--- src/rtl/ps2_kbd_poly.sv ---
// PS/2 keyboard front end: filtered framing, 13-key piano mask, last-note priority, select counter; KBD_PARITY_CHK_EN enforces odd parity.
// Key events land one cycle after the byte completes (two after the stop-bit strobe); no backpressure, all events are single-cycle pulses.
`timescale 1ns/1ps
module ps2_kbd_poly #(
  parameter int FILT_LEN    = 8,
  parameter int TIMEOUT_CYC = 50000,
  parameter int SEL_W       = 2,
  parameter int SEL_WRAP    = 1
) (
  input  logic             clk,
  input  logic             ar,
  input  logic             ps2_clk,
  input  logic             ps2_dat,
  output logic [12:0]      key_mask,
  output logic [3:0]       key_val,
  output logic             key_on,
  output logic             ev_valid,
  output logic [3:0]       ev_key,
  output logic             ev_make,
  output logic [SEL_W-1:0] select,
  output logic             frame_err
);
  localparam int WD_W = $clog2(TIMEOUT_CYC + 1);
  localparam logic [SEL_W-1:0] SEL_MAX = {SEL_W{1'b1}};

  typedef enum logic [1:0] {IDLE, DATA, PARITY, STOP} state_t;

  logic [1:0]          ck_sync_q, dt_sync_q;
  logic [FILT_LEN-1:0] filt_sr_q;
  logic                filt_clk_q, filt_clk_d;
  logic                ck_s, dt_s, strobe, timeout, par_ok;
  state_t              state_q, state_d;
  logic [7:0]          shift_q, shift_d;
  logic [2:0]          bit_cnt_q, bit_cnt_d;
  logic                par_q, par_d;
  logic [WD_W-1:0]     wd_q, wd_d;
  logic                byte_vld_q, byte_vld_d;
  logic                ferr_q, ferr_d;
  logic                ext_q, ext_d, brk_q, brk_d;
  logic [12:0]         mask_q, mask_d;
  logic [3:0]          val_q, val_d;
  logic                on_q, on_d;
  logic                ev_vld_q, ev_vld_d;
  logic [3:0]          ev_key_q, ev_key_d;
  logic                ev_make_q, ev_make_d;
  logic [SEL_W-1:0]    sel_q, sel_d;
  logic                up_held_q, up_held_d, dn_held_q, dn_held_d;
  logic [4:0]          km;
  logic                key_hit;
  logic [3:0]          key_idx;

  function automatic logic [4:0] map_key(input logic [7:0] code);
    case (code)
      8'h1A: return {1'b1, 4'd0};
      8'h1B: return {1'b1, 4'd1};
      8'h22: return {1'b1, 4'd2};
      8'h21: return {1'b1, 4'd3};
      8'h2B: return {1'b1, 4'd4};
      8'h2A: return {1'b1, 4'd5};
      8'h34: return {1'b1, 4'd6};
      8'h32: return {1'b1, 4'd7};
      8'h31: return {1'b1, 4'd8};
      8'h3B: return {1'b1, 4'd9};
      8'h3A: return {1'b1, 4'd10};
      8'h42: return {1'b1, 4'd11};
      8'h41: return {1'b1, 4'd12};
      default: return 5'd0;
    endcase
  endfunction

  function automatic logic [3:0] lowest(input logic [12:0] m);
    logic [3:0] r;
    r = '0;
    for (int i = 12; i >= 0; i--) if (m[i]) r = 4'(i);
    return r;
  endfunction

  assign ck_s = ck_sync_q[1];
  assign dt_s = dt_sync_q[1];

  always_comb begin
    filt_clk_d = filt_clk_q;
    if (&filt_sr_q)       filt_clk_d = 1'b1;
    else if (~|filt_sr_q) filt_clk_d = 1'b0;
  end

  assign strobe  = filt_clk_q & ~filt_clk_d;
  assign timeout = (state_q != IDLE) && (wd_q == WD_W'(TIMEOUT_CYC - 1));

`ifdef KBD_PARITY_CHK_EN
  assign par_ok = ^{shift_q, par_q};
`else
  assign par_ok = 1'b1;
`endif

  always_ff @(posedge clk or posedge ar) begin
    if (ar) begin
      ck_sync_q  <= '1;
      dt_sync_q  <= '1;
      filt_sr_q  <= '1;
      filt_clk_q <= 1'b1;
    end else begin
      ck_sync_q  <= {ck_sync_q[0], ps2_clk};
      dt_sync_q  <= {dt_sync_q[0], ps2_dat};
      filt_sr_q  <= {filt_sr_q[FILT_LEN-2:0], ck_s};
      filt_clk_q <= filt_clk_d;
    end
  end

  always_ff @(posedge clk or posedge ar) begin
    if (ar) state_q <= IDLE;
    else    state_q <= state_d;
  end

  // Timeout has priority over any strobe landing in the same cycle.
  always_comb begin
    state_d = state_q;
    if (timeout) state_d = IDLE;
    else if (strobe) begin
      case (state_q)
        IDLE:    if (!dt_s) state_d = DATA;
        DATA:    if (bit_cnt_q == 3'd7) state_d = PARITY;
        PARITY:  state_d = STOP;
        default: state_d = IDLE;
      endcase
    end
  end

  always_comb begin
    shift_d    = shift_q;
    bit_cnt_d  = bit_cnt_q;
    par_d      = par_q;
    byte_vld_d = 1'b0;
    ferr_d     = 1'b0;
    if (state_q == IDLE || strobe) wd_d = '0;
    else                           wd_d = wd_q + 1'b1;
    if (timeout) begin
      ferr_d    = 1'b1;
      wd_d      = '0;
      bit_cnt_d = '0;
      shift_d   = '0;
    end else if (strobe) begin
      case (state_q)
        IDLE:    bit_cnt_d = '0;
        DATA: begin
          shift_d   = {dt_s, shift_q[7:1]};
          bit_cnt_d = bit_cnt_q + 3'd1;
        end
        PARITY:  par_d = dt_s;
        default: begin
          if (dt_s && par_ok) byte_vld_d = 1'b1;
          else                ferr_d     = 1'b1;
        end
      endcase
    end
  end

  always_ff @(posedge clk or posedge ar) begin
    if (ar) begin
      shift_q    <= '0;
      bit_cnt_q  <= '0;
      par_q      <= 1'b0;
      wd_q       <= '0;
      byte_vld_q <= 1'b0;
      ferr_q     <= 1'b0;
    end else begin
      shift_q    <= shift_d;
      bit_cnt_q  <= bit_cnt_d;
      par_q      <= par_d;
      wd_q       <= wd_d;
      byte_vld_q <= byte_vld_d;
      ferr_q     <= ferr_d;
    end
  end

  assign km      = map_key(shift_q);
  assign key_hit = km[4];
  assign key_idx = km[3:0];

  always_comb begin
    ext_d     = ext_q;
    brk_d     = brk_q;
    mask_d    = mask_q;
    val_d     = val_q;
    on_d      = on_q;
    ev_vld_d  = 1'b0;
    ev_key_d  = ev_key_q;
    ev_make_d = ev_make_q;
    sel_d     = sel_q;
    up_held_d = up_held_q;
    dn_held_d = dn_held_q;
    if (timeout) begin
      ext_d = 1'b0;
      brk_d = 1'b0;
    end else if (byte_vld_q) begin
      if (shift_q == 8'hE0)      ext_d = 1'b1;
      else if (shift_q == 8'hF0) brk_d = 1'b1;
      else begin
        ext_d = 1'b0;
        brk_d = 1'b0;
        if (!ext_q) begin
          if (key_hit) begin
            if (!brk_q && !mask_q[key_idx]) begin
              mask_d[key_idx] = 1'b1;
              ev_vld_d  = 1'b1;
              ev_key_d  = key_idx;
              ev_make_d = 1'b1;
              val_d     = key_idx;
              on_d      = 1'b1;
            end else if (brk_q && mask_q[key_idx]) begin
              mask_d[key_idx] = 1'b0;
              ev_vld_d  = 1'b1;
              ev_key_d  = key_idx;
              ev_make_d = 1'b0;
              // Releasing the sounding note falls back to the lowest still-held key.
              if (mask_d == '0)          on_d  = 1'b0;
              else if (key_idx == val_q) val_d = lowest(mask_d);
            end
          end else if (shift_q == 8'h55) begin
            if (brk_q) up_held_d = 1'b0;
            else if (!up_held_q) begin
              up_held_d = 1'b1;
              if (SEL_WRAP != 0 || sel_q != SEL_MAX) sel_d = sel_q + 1'b1;
            end
          end else if (shift_q == 8'h4E) begin
            if (brk_q) dn_held_d = 1'b0;
            else if (!dn_held_q) begin
              dn_held_d = 1'b1;
              if (SEL_WRAP != 0 || sel_q != '0) sel_d = sel_q - 1'b1;
            end
          end
        end
      end
    end
  end

  always_ff @(posedge clk or posedge ar) begin
    if (ar) begin
      ext_q     <= 1'b0;
      brk_q     <= 1'b0;
      mask_q    <= '0;
      val_q     <= '0;
      on_q      <= 1'b0;
      ev_vld_q  <= 1'b0;
      ev_key_q  <= '0;
      ev_make_q <= 1'b0;
      sel_q     <= '0;
      up_held_q <= 1'b0;
      dn_held_q <= 1'b0;
    end else begin
      ext_q     <= ext_d;
      brk_q     <= brk_d;
      mask_q    <= mask_d;
      val_q     <= val_d;
      on_q      <= on_d;
      ev_vld_q  <= ev_vld_d;
      ev_key_q  <= ev_key_d;
      ev_make_q <= ev_make_d;
      sel_q     <= sel_d;
      up_held_q <= up_held_d;
      dn_held_q <= dn_held_d;
    end
  end

  assign key_mask  = mask_q;
  assign key_val   = val_q;
  assign key_on    = on_q;
  assign ev_valid  = ev_vld_q;
  assign ev_key    = ev_key_q;
  assign ev_make   = ev_make_q;
  assign select    = sel_q;
  assign frame_err = ferr_q;
endmodule

--- config.mk ---
export PLATFORM = sky130hd
export DESIGN_NAME = ps2_kbd_poly
export DESIGN_NICKNAME = d
export VERILOG_FILES = /design/src/rtl/ps2_kbd_poly.sv
export SDC_FILE = /design/constraint.sdc
export NUM_CORES = 1
export LEC_CHECK = 0
export ABC_AREA = 1
export BUFFER_PORTS_ARGS = -buffer_cell sky130_fd_sc_hd__buf_2
export CORE_MARGIN = 2
export CORE_UTILIZATION = 45
export CTS_CLUSTER_DIAMETER = 30
export DETAILED_ROUTE_END_ITERATION = 8
export GPL_TIMING_DRIVEN = 0
export HOLD_SLACK_MARGIN = 0.1
export SLEW_MARGIN = 25
export SYNTH_ARGS = -nofsm -noshare
export SYNTH_HDL_FRONTEND = slang
export SYNTH_SLANG_ARGS = --single-unit
--- constraint.sdc ---
create_clock -name clk -period 3 [get_ports clk]
set_clock_uncertainty 0.15 [all_clocks]
set_input_delay 0.3 -clock clk [delete_from_list [all_inputs] [get_ports clk]]
set_output_delay 0.3 -clock clk [all_outputs]
set_load 0.005 [all_outputs]
==> impl_metrics.csv <==
group,metric,value,unit
setup_path,cp.arrival,3.18,ns
global_route,gr-total-overflow,0,
synthesis,yosys_warnings,0,
clock_network,clock_sinks,74,
placement,gp_congestion,0.917,
setup_path,crit_buf_inv,3,
clock_network,clk_latency,0.36,ns
sta,rsz0062_at_grt,"true",
clock_network,cts_buffers,9,
synthesis,syn-num-nets,514,
setup_path,cp_max_fo,6,
status,status,"finished, violations left",
synthesis,synth.distinct_cells,38,
route,drt_first_pass_iters,4,
route,vias,3640,
route,wl,10200,um
route,drc,0,
floorplan,num_io_pins,31,
layout,num-nets-final,610,
floorplan,fp-row-count,34,
job,cap_viol_max_count,0,
global_route,use_met2,34.7,%
floorplan,initial_utilization,45.9,%
synthesis,synth-seq-cells,74,
setup_path,crit_slowest_cell,"dfrtp_2",
sta,maxSlewViolCount,0,
sta,final.period_utilization,101,%
global_route,antenna_found_initial,0,
global_route,grt_usage,21.9,%
pwr,max-vdd-ir-drop,299,uV
sta,finalHoldViolCount,0,
route,drtIter0Drc,206,
setup_path,worstSetupPathType,"reg -> reg",
synthesis,syn_avg_cell_area,7.85,um^2
min_path,min_path_cells,0,
global_route,grt_pass1_wl,16700,um
setup_path,slowest_delay,0.49,ns
pwr,fin_total_pwr,1.89,mW
floorplan,die_area,9520,um^2
synthesis,synthCells,502,
layout,post-route-util,60.4,%
global_route,gr-max-usage-layer,"met2",
global_route,grt_pass1_vias,3585,
sta,fin_crit,3.02,ns
setup_path,start_kind,"flip-flop",
min_path,hp-start,"ck_sync_q[0]",
setup_path,rr_worst_depth,22,
floorplan,die_w,97.6,um
setup_path,crit_top_cell,"nand2_2",
sta,finalSetupViolCount,5,
synthesis,synthArstFlopShare,100,%
sta,tightest_slew,0.572,ns
placement,dp_hpwl,6950,um
floorplan,core-area,8590,um^2
clock_network,ctsHtreeMaxLevel,3,
sta,relSlewSlack,61.5,%
pwr,powerDensity,363,nW/um^2
layout,syn_to_final_growth,31.7,%
global_route,grt_max_degree,56,
setup_path,path_delay_family,"simple AND/OR/NAND/NOR gates",
placement,pre_cts_ws,-0.321,ns
clock_network,clk_path_buf_depth,2,
setup_path,r2r-start,"shift_q[7]",
floorplan,die_h,97.6,um
clock_network,clk_pin_slew,0.09,ns
synthesis,netlist_area,3940,um^2
layout,num_antenna_cells,0,
synthesis,ys_seq_area_share,47.4,%
global_route,grtUsageMet3,4.75,%
placement,io_buffers,30,
synthesis,synth-edff-count,0,
sta,max_freq,331,MHz
route,vias_per_cell,5.12,
setup_path,crit_path_start,"shift_q[7]",
setup_path,rr_endpoint,"key_val[1]",
route,antenna_left,0,
clock_network,cts_tree,"built",
route,wire_per_inst,14.3,um
global_route,grt_use_met1,29.2,%
min_path,hold_class,"reg -> reg",
min_path,worst_hold_path.endpoint,"ck_sync_q[1]",
setup_path,cp-end-kind,"flip-flop",
pwr,cellLeakagePower,2.48,nW
layout,final_layout_size_suffix_gt1_share,33.0,%
setup_path,worstPathRequired,3.16,ns
synthesis,synth_flop_cell,"dfrtp_1",
sta,fin_ws,-0.0231,ns
setup_path,worstPathCellList,"inv_4 -> nand2_8 -> nor2_4 -> nand2_2 -> nand2_2 -> nor2_4 -> nand3_4 -> nor2_4 -> nand2_2 -> inv_2 -> nand2_2 -> o2111ai_2 -> nor2_2 -> ha_1 -> inv_1 -> nand2_2 -> nor2_4 -> nand2_1 -> o21bai_4 -> nand2_2 -> nand2_1 -> nand2_1",
setup_path,r2r_slack,-0.02,ns
status,violations,"negative setup slack",
clock_network,cts-root-buf,"clkbuf_8",
==> cell usage after synthesis, drive strengths merged (4+ instances only) <==
cell type | n | area share, %
a21oi | 12 | 1.5
clkbuf | 4 | 0.38
dfrtp | 61 | 39
dfstp | 13 | 8.7
ha | 8 | 2.5
inv | 62 | 5.9
nand2 | 147 | 15
nand3 | 32 | 4.3
nand4 | 13 | 2.4
nor2 | 58 | 6.3
nor3 | 12 | 1.5
nor3b | 4 | 0.76
nor4 | 6 | 0.95
o21ai | 37 | 4.7
xor2 | 4 | 0.89
==> routing by layer <==
| metal | wire [um] | vias to the layer above | part of all wire (%) |
|---|---|---|---|
| li1 | - | 1834 | - |
| met1 | 4770 | 1706 | 47 |
| met2 | 4750 | 77 | 47 |
| met3 | 406 | 23 | 4.0 |
| met4 | 234 | 0 | 2.3 |
| met5 | 0 | - | 0 |
==> worst max path at each step <==
stage | to | slack (ns) | cells past startpoint
6_report | key_val[1] | -0.02 | 22
3_3_place_gp | key_val[0] | -0.34 | 20
2_1_floorplan | key_on | 0.30 | 20
3_5_place_dp | flip-flop | -0.32 | 20
4_1_cts | key_val[1] | 0.001 | 21
5_1_grt | key_val[1] | -0.23 | 22
==> cell usage in the layout (no fill, tap or decap), types with 3 or more instances in the layout <==
cell type,instances
nor2_4,18
nor4_1,6
nor3b_1,4
o21ai_1,7
buf_6,3
nand2_2,19
nand3_4,5
dfrtp_2,7
clkbuf_8,9
xor2_1,4
nor3_1,12
nand4_1,12
ha_1,8
buf_4,48
nor2_2,5
nand2_1,122
o22ai_1,3
dfrtp_1,54
clkbuf_1,3
a21oi_1,12
buf_2,30
nand2_4,5
dlygate4sd3_1,3
inv_1,48
inv_6,3
dfstp_2,13
nand3_1,25
inv_4,4
inv_2,10
a211oi_1,3
nor2_1,35
o21ai_0,28
xnor2_1,3
or2_2,3
==> cells by family after synthesis <==
logic type / after synthesis / share of synthesized area, %
and+or+nand+nor: 278 / 31.8
DFF: 74 / 47.4
AOI/OAI and AO/OA: 68 / 10.2
buffers and inverters: 67 / 6.48
adders and majority gates: 8 / 2.54
xor gates and xnor gates: 7 / 1.56
==> timing repair <==
item / in CTS / in global routing
resized for setup: 57 / 41
setup buffers: 42 / 9
setup endpoints to repair: 24 / 23
hold endpoints to repair: 74 / 0
gates cloned: 0 / 0
hold buffers: 3 / 0
pin swaps: 24 / 15
==> per-stage QoR <==
| step | TNS [ns] | cell area, um^2 | hold slack, ns | std cells |
|---|---|---|---|---|
| 4_1_cts | 0 | 4990 | 0.212 | 702 |
| 2_1_floorplan | 0 | 3940 | 0.154 | 502 |
| 3_5_place_dp | -5.60 | 4260 | 0.120 | 641 |
| 6_report | -0.0818 | 5190 | 0.209 | 711 |
| 5_1_grt | -3.91 | 5190 | 0.210 | 711 |
| 3_3_place_gp | -16.72 | 4230 | 0.196 | 640 |
==> where the power goes <==
| group | leakage, nW | switching (mW) | internal (mW) | total (mW) |
|---|---|---|---|---|
| sequential | 0.977 | 0.00669 | 1.01 | 1.02 |
| clock | 0.105 | 0.443 | 0.369 | 0.812 |
| combinational | 1.40 | 0.0377 | 0.0170 | 0.0547 |
==> area by class of cell <==
class                   instances  area [um^2]
plain buffers                   5         27.5
well taps                     108          135
clock buffers                  10          149
inverters                      62          243
fillers                       742         3400
repair buffers                 85          611
multi-input cells             361         2100
flip-flops and latches         74         1880
clock inverters                 6         55.1
==> worst register-to-register path: cells and delay by family (launching register included) <==
kind | cells | cell delay [ns]
simple gates | 16 | 1.57
fa+ha+maj | 1 | 0.24
flops | 1 | 0.49
compound gates | 2 | 0.31
buf+inv | 3 | 0.22
Note: power is estimated with default switching activity, not from simulation.
